[src/rtl/modulo_controle_jogo.sv]
// modulo_controle_jogo: debounces confirm/clear, syncs coordinates and runs placement -> attack -> end,
// writing the position/attack matrices and status codes read by the display path.
module modulo_controle_jogo #(
  parameter int N_LIN      = 7,
  parameter int N_COL      = 5,
  parameter int N_NAVIOS   = 5,
  parameter int DEB_CYCLES = 50000
) (
  input  logic                   clk,
  input  logic                   clr,
  input  logic                   btn_confirm_n,
  input  logic                   btn_clear_n,
  input  logic [5:0]             coord_in,
  output logic [N_LIN*N_COL-1:0] m_po,
  output logic [N_LIN*N_COL-1:0] m_at,
  output logic [1:0]             status,
  output logic [5:0]             coord_at,
  output logic [1:0]             fase,
  output logic [2:0]             acertos
);
  localparam int N_CEL = N_LIN * N_COL;
  localparam int IW = $clog2(N_CEL);
  localparam int CW = $clog2(N_CEL + 1);
  localparam int DW = DEB_CYCLES > 1 ? $clog2(DEB_CYCLES) : 1;
  localparam logic [DW-1:0] DEB_MAX = DW'(DEB_CYCLES - 1);
  localparam logic [CW-1:0] NAV_C = CW'(N_NAVIOS);
  localparam logic [2:0] NAV_A = 3'(N_NAVIOS);
  typedef enum logic [1:0] {POSICIONA = 2'b00, ATAQUE = 2'b01, FIM = 2'b10} estado_t;
  logic [1:0]       r_btn_s1, r_btn_s2, r_lvl, r_press;
  logic [DW-1:0]    r_cnt [2];
  logic [5:0]       r_coord_s1, r_coord_s2;
  estado_t          r_estado;
  logic [N_CEL-1:0] r_m_po, r_m_at;
  logic [1:0]       r_status;
  logic [5:0]       r_coord_at;
  logic [2:0]       r_acertos;
  logic [CW-1:0]    r_placed;
  logic [2:0]       w_row, w_col;
  logic             w_valid, w_po_hit, w_at_hit, w_conf, w_clr;
  logic [IW-1:0]    w_idx;
  logic [N_CEL-1:0] w_bit;
  assign w_row    = r_coord_s2[5:3];
  assign w_col    = r_coord_s2[2:0];
  assign w_valid  = (int'(w_row) < N_LIN) && (int'(w_col) < N_COL);
  assign w_idx    = IW'(int'(w_row) * N_COL + int'(w_col));
  assign w_bit    = w_valid ? (N_CEL'(1) << w_idx) : '0;
  assign w_po_hit = |(r_m_po & w_bit);
  assign w_at_hit = |(r_m_at & w_bit);
  assign w_conf   = r_press[0];
  assign w_clr    = r_press[1];
  // Index 0 is confirm, 1 is clear; a pulse fires only on the released->pressed flip of the level.
  always_ff @(posedge clk or negedge clr) begin
    if (!clr) begin
      r_btn_s1   <= 2'b11;
      r_btn_s2   <= 2'b11;
      r_coord_s1 <= '0;
      r_coord_s2 <= '0;
      r_lvl      <= 2'b11;
      r_press    <= '0;
      for (int i = 0; i < 2; i++) r_cnt[i] <= '0;
    end else begin
      r_btn_s1   <= {btn_clear_n, btn_confirm_n};
      r_btn_s2   <= r_btn_s1;
      r_coord_s1 <= coord_in;
      r_coord_s2 <= r_coord_s1;
      for (int i = 0; i < 2; i++) begin
        r_press[i] <= 1'b0;
        if (r_btn_s2[i] == r_lvl[i]) r_cnt[i] <= '0;
        else if (r_cnt[i] == DEB_MAX) begin
          r_cnt[i]   <= '0;
          r_lvl[i]   <= r_btn_s2[i];
          r_press[i] <= ~r_btn_s2[i];
        end else r_cnt[i] <= r_cnt[i] + DW'(1);
      end
    end
  end
  // Clear outranks a confirm landing in the same cycle.
  always_ff @(posedge clk or negedge clr) begin
    if (!clr) begin
      r_estado   <= POSICIONA;
      r_m_po     <= '0;
      r_m_at     <= '0;
      r_status   <= 2'b00;
      r_coord_at <= '0;
      r_acertos  <= '0;
      r_placed   <= '0;
    end else if (w_clr) begin
      r_estado   <= POSICIONA;
      r_m_po     <= '0;
      r_m_at     <= '0;
      r_status   <= 2'b00;
      r_coord_at <= '0;
      r_acertos  <= '0;
      r_placed   <= '0;
    end else if (w_conf && r_estado != FIM) begin
      r_coord_at <= r_coord_s2;
      if (!w_valid) r_status <= 2'b11;
      else if (r_estado == POSICIONA) begin
        if (w_po_hit) r_status <= 2'b11;
        else begin
          r_m_po   <= r_m_po | w_bit;
          r_status <= 2'b00;
          r_placed <= r_placed + CW'(1);
          if (r_placed + CW'(1) == NAV_C) r_estado <= ATAQUE;
        end
      end else if (w_at_hit) r_status <= 2'b11;
      else begin
        r_m_at <= r_m_at | w_bit;
        if (w_po_hit) begin
          r_status  <= 2'b10;
          r_acertos <= r_acertos + 3'd1;
          if (r_acertos + 3'd1 == NAV_A) r_estado <= FIM;
        end else r_status <= 2'b01;
      end
    end
  end
  assign m_po     = r_m_po;
  assign m_at     = r_m_at;
  assign status   = r_status;
  assign coord_at = r_coord_at;
  assign fase     = r_estado;
  assign acertos  = r_acertos;
endmodule
[config.mk]
export PLATFORM = sky130hd
export DESIGN_NAME = modulo_controle_jogo
export DESIGN_NICKNAME = d
export VERILOG_FILES = /design/src/rtl/modulo_controle_jogo.sv
export SDC_FILE = /design/constraint.sdc
export NUM_CORES = 1
export LEC_CHECK = 0
export ABC_AREA = 1
export CAP_MARGIN = 20
export CORE_MARGIN = 4
export CORE_UTILIZATION = 55
export CTS_BUF_LIST = sky130_fd_sc_hd__clkbuf_4 sky130_fd_sc_hd__clkbuf_8
export DETAILED_ROUTE_END_ITERATION = 12
export GPL_TIMING_DRIVEN = 0
export PLACE_DENSITY = 0.76
export RECOVER_POWER = 50
export SYNTH_ARGS = -nofsm -noshare
export SYNTH_HDL_FRONTEND = slang
export SYNTH_SLANG_ARGS = --single-unit
[constraint.sdc]
create_clock -name clk -period 4.2 [get_ports clk]
set_input_delay 0.63 -clock clk [delete_from_list [all_inputs] [get_ports clk]]
set_output_delay 0.63 -clock clk [all_outputs]
set_load 0.05 [all_outputs]
==> impl_metrics.json <==
{
  "status": "complete, but fails checks",
  "violations": "capacitance limit, slew limit",
  "synth_top_family_by_area": "simple AND/OR/NAND/NOR gates",
  "drt_iter0_markers": 547,
  "hold_viol_final": 0,
  "synth-main-ff-cell": "dfrtp_1",
  "async_reset_ff_share_pct": 100,
  "path_max_fanout": 10,
  "numCtsBuffers": 17,
  "syn_area_um2": 7700,
  "reg2reg_slack_ns": 0.42,
  "synth_cells": 980,
  "nets": 1118,
  "areaGrowthSynthToFinish_pct": 20.5,
  "cts_buffer_depth": 2,
  "wirelength_mm": 20.2,
  "r2r_cells": 20,
  "skew_ns": 0.0104,
  "root_buffer": "clkbuf_8",
  "synth-edff-count": 0,
  "die_w_um": 126,
  "end_kind": "flip-flop",
  "setup_slack_ns": 0.424,
  "max_cap_viol_count": 1,
  "hold_buffers": 0,
  "rsz0062_at_grt": "no",
  "worst_pin_slew_ns": 3.03,
  "syn_nets": 1006,
  "critical_path_class": "flip-flop to flip-flop",
  "n_fill_cell": 1141,
  "worstHoldEndpoint": "r_coord_s2[4]$_DFF_PN0_",
  "diodes": 0,
  "dp_hpwl_mm": 15.0,
  "antenna_found_initial": 0,
  "synth-compound-area-share_pct": 12.2,
  "vias": 6946,
  "multi_input_area_um2": 3570,
  "synth_warnings": 0,
  "core.rowCount": 42,
  "clk_pin_slew_ns": 0.07,
  "final_util_pct": 68.9,
  "synth_xor_area_share_pct": 1.48,
  "drive_above_1_share_pct": 11.1,
  "synth_largest_area_cell": "dfrtp_1",
  "avgRoutedWirePerCell_um": 15.8,
  "cts_post_setup_buffers_inserted": 0,
  "synth-seq-cells": 141,
  "min_period_over_period_pct": 89.9,
  "reg2reg_to": "m_po[31]$_DFFE_PN0P_",
  "finalInstanceArea_um2": 9280,
  "synth_mux_area_share_pct": 0.260,
  "min-delay-start": "r_coord_s1[4]$_DFF_PN0_",
  "synth.most_common_cell": "nand2_1",
  "cts.sink_count": 141,
  "grt_usage_pct": 26.6,
  "drc_errors": 0,
  "reg2reg_from": "r_coord_s2[5]$_DFF_PN0_",
  "core_area_um2": 13500,
  "synth_top_area_share_pct": 43.9,
  "place.gp.congestion": 0.982,
  "grt_max_degree": 72,
  "clk-insertion-delay-late_ns": 0.47,
  "synth-simple-area-share_pct": 29.6,
  "post-place-ws_ns": 0.474,
  "peakVddDrop_uv": 247,
  "power_density_nw_per_um2": 303,
  "globalRouteOverflowTotal": 0,
  "vias_per_cell": 5.43,
  "worstSetupStartpointType": "flip-flop",
  "die_area_um2": 16000,
  "period_minus_slack_ns": 3.78,
  "maxSlewViolCount": 71,
  "required_ns": 4.59,
  "crit_arrival_ns": 4.16,
  "port_buffers": 92,
  "worstHoldPathType": "flip-flop to flip-flop",
  "seq_area_frac_synth_pct": 45.9,
  "grt_pass1_vias": 6649,
  "synth.area.top_cells": "dfrtp_1 44%, nand2_1 14%, nor2_1 5.4%",
  "drtAntennaViolNets": 0,
  "cts_max_level": 4,
  "synthAdderAreaFrac_pct": 2.70,
  "dpl_cell_area_um2": 8870,
  "ys_types": 42,
  "cts_resized": 0,
  "fmax_mhz": 265,
  "die_y_um": 126,
  "register_area_um2": 3540,
  "slew_headroom_pct": -102,
  "setup_viol": 0,
  "io_pins": 93,
  "netlist_top_cells_count": "281 x nand2_1, 135 x dfrtp_1, 110 x nor2_1, 88 x inv_1, 67 x nand3_1",
  "min_path_cells": 0,
  "p_leak_nw": 4.31,
  "p_total_mw": 2.81,
  "syn_avg_cell_area_um2": 7.86,
  "start_util_pct": 57.2,
  "cts_tree": "done",
  "first_pass_iters": 7,
  "grt_pass1_wl_mm": 33.6
}
## report_power, final
part	internal [mW]	total [mW]	leakage (nW)	switching (mW)
Sequential	1.37	1.38	1.92	0.00797
Combinational	0.0813	0.286	2.18	0.205
Clock	0.637	1.15	0.213	0.511
Total	2.09	2.81	4.31	0.724
## worst max-delay path by stage
| stage | from | end | slack, ns |
|---|---|---|---|
| 2_1_floorplan | r_coord_s2[3]$_DFF_PN0_ | m_po[29]$_DFFE_PN0P_ | 1.09 |
| 3_3_place_gp | clr | r_cnt[27]$_DFF_PN0_ | -3.10 |
| 3_5_place_dp | r_coord_s2[5]$_DFF_PN0_ | m_po[29]$_DFFE_PN0P_ | 0.47 |
| 4_1_cts | r_coord_s2[5]$_DFF_PN0_ | m_po[29]$_DFFE_PN0P_ | 0.44 |
| 5_1_grt | r_coord_s2[5]$_DFF_PN0_ | acertos[2]$_DFFE_PN0P_ | 0.15 |
| 6_report | r_coord_s2[5]$_DFF_PN0_ | m_po[31]$_DFFE_PN0P_ | 0.42 |
## logic make-up (layout without fill, tap and decap cells)
logic type,count (synthesis),after routing
AOI/OAI and AO/OA,154,154
xor gates and xnor gates,13,13
adders and majority gates,16,16
buffers and inverters,126,250
DFF,141,141
muxes,2,2
and+or+nand+nor,528,528
## through the flow
stage	hold slack, ns	TNS [ns]	cells
after floorplan	0.331	0	980
after CTS	0.169	0	1280
after detailed placement	0.336	0	1249
final	0.344	0	1280
after global placement	0.334	-424.29	1248
after global routing	0.366	0	1280
## cell usage in the layout (no fill, tap or decap), types with 5 or more instances in the layout
cell and count:
nor3b_1 9, o21ai_2 31, nand3_2 5, dfrtp_1 135
o21ai_1 33, nand4_1 13, nand2_1 281, clkdlybuf4s50_1 83
buf_6 14, nor3_1 15, a21oi_1 21, nor2_2 11
clkbuf_1 10, xor2_1 9, o21ai_0 57, clkbuf_8 19
inv_1 88, nand3_1 67, nor2_1 110, nand2_2 5
dlygate4sd3_1 8, dfstp_2 5, ha_1 15, buf_2 10
## worst max-delay path, cell delays in order (launching register included)
cell and delay, ns:
dfrtp_1 0.42, ha_1 0.29, ha_1 0.30, inv_1 0.06, fa_1 0.63, nand3_1 0.14, nor2_1 0.13, nand2_1 0.12
nor2_1 0.37, nand3_1 0.14, nand2_1 0.09, nor2_1 0.05, nand2_1 0.11, nor2_2 0.06, nand4_2 0.09, nand2_1 0.07
nand2_2 0.15, buf_6 0.18, buf_6 0.16, nand2_1 0.06, o21ai_1 0.07
## flip-flops by register name, indices dropped and copies added, names as in the netlist
| register | cells |
|---|---|
| r_coord_s2 | 6 |
| fase | 2 |
| m_po | 35 |
| r_press | 2 |
| r_lvl | 2 |
| coord_at | 6 |
| r_placed | 6 |
| status | 2 |
| r_coord_s1 | 6 |
| r_btn_s2 | 2 |
| m_at | 35 |
| r_cnt | 32 |
| acertos | 3 |
| r_btn_s1 | 2 |
## area by class of cell
type,instances,area share [%]
Multi-Input combinational cell,713,38.4
Timing Repair Buffer,93,10.2
Clock buffer,23,3.14
Inverter,90,3.67
Buffer,36,2.77
Sequential cell,141,38.1
Clock inverter,8,1.27
Tap cell,176,2.37
## per-layer routing
| metal | up-vias | share of wire (%) | global-route usage [%] |
|---|---|---|---|
| li1 | 3404 | - | - |
| met1 | 3218 | 42 | 34.8 |
| met2 | 267 | 47 | 41.7 |
| met3 | 57 | 7.3 | 6.43 |
| met4 | 0 | 4.1 | 13.1 |
| met5 | - | 0 | 0 |
No activity file was read; power rests on OpenSTA's default activity.
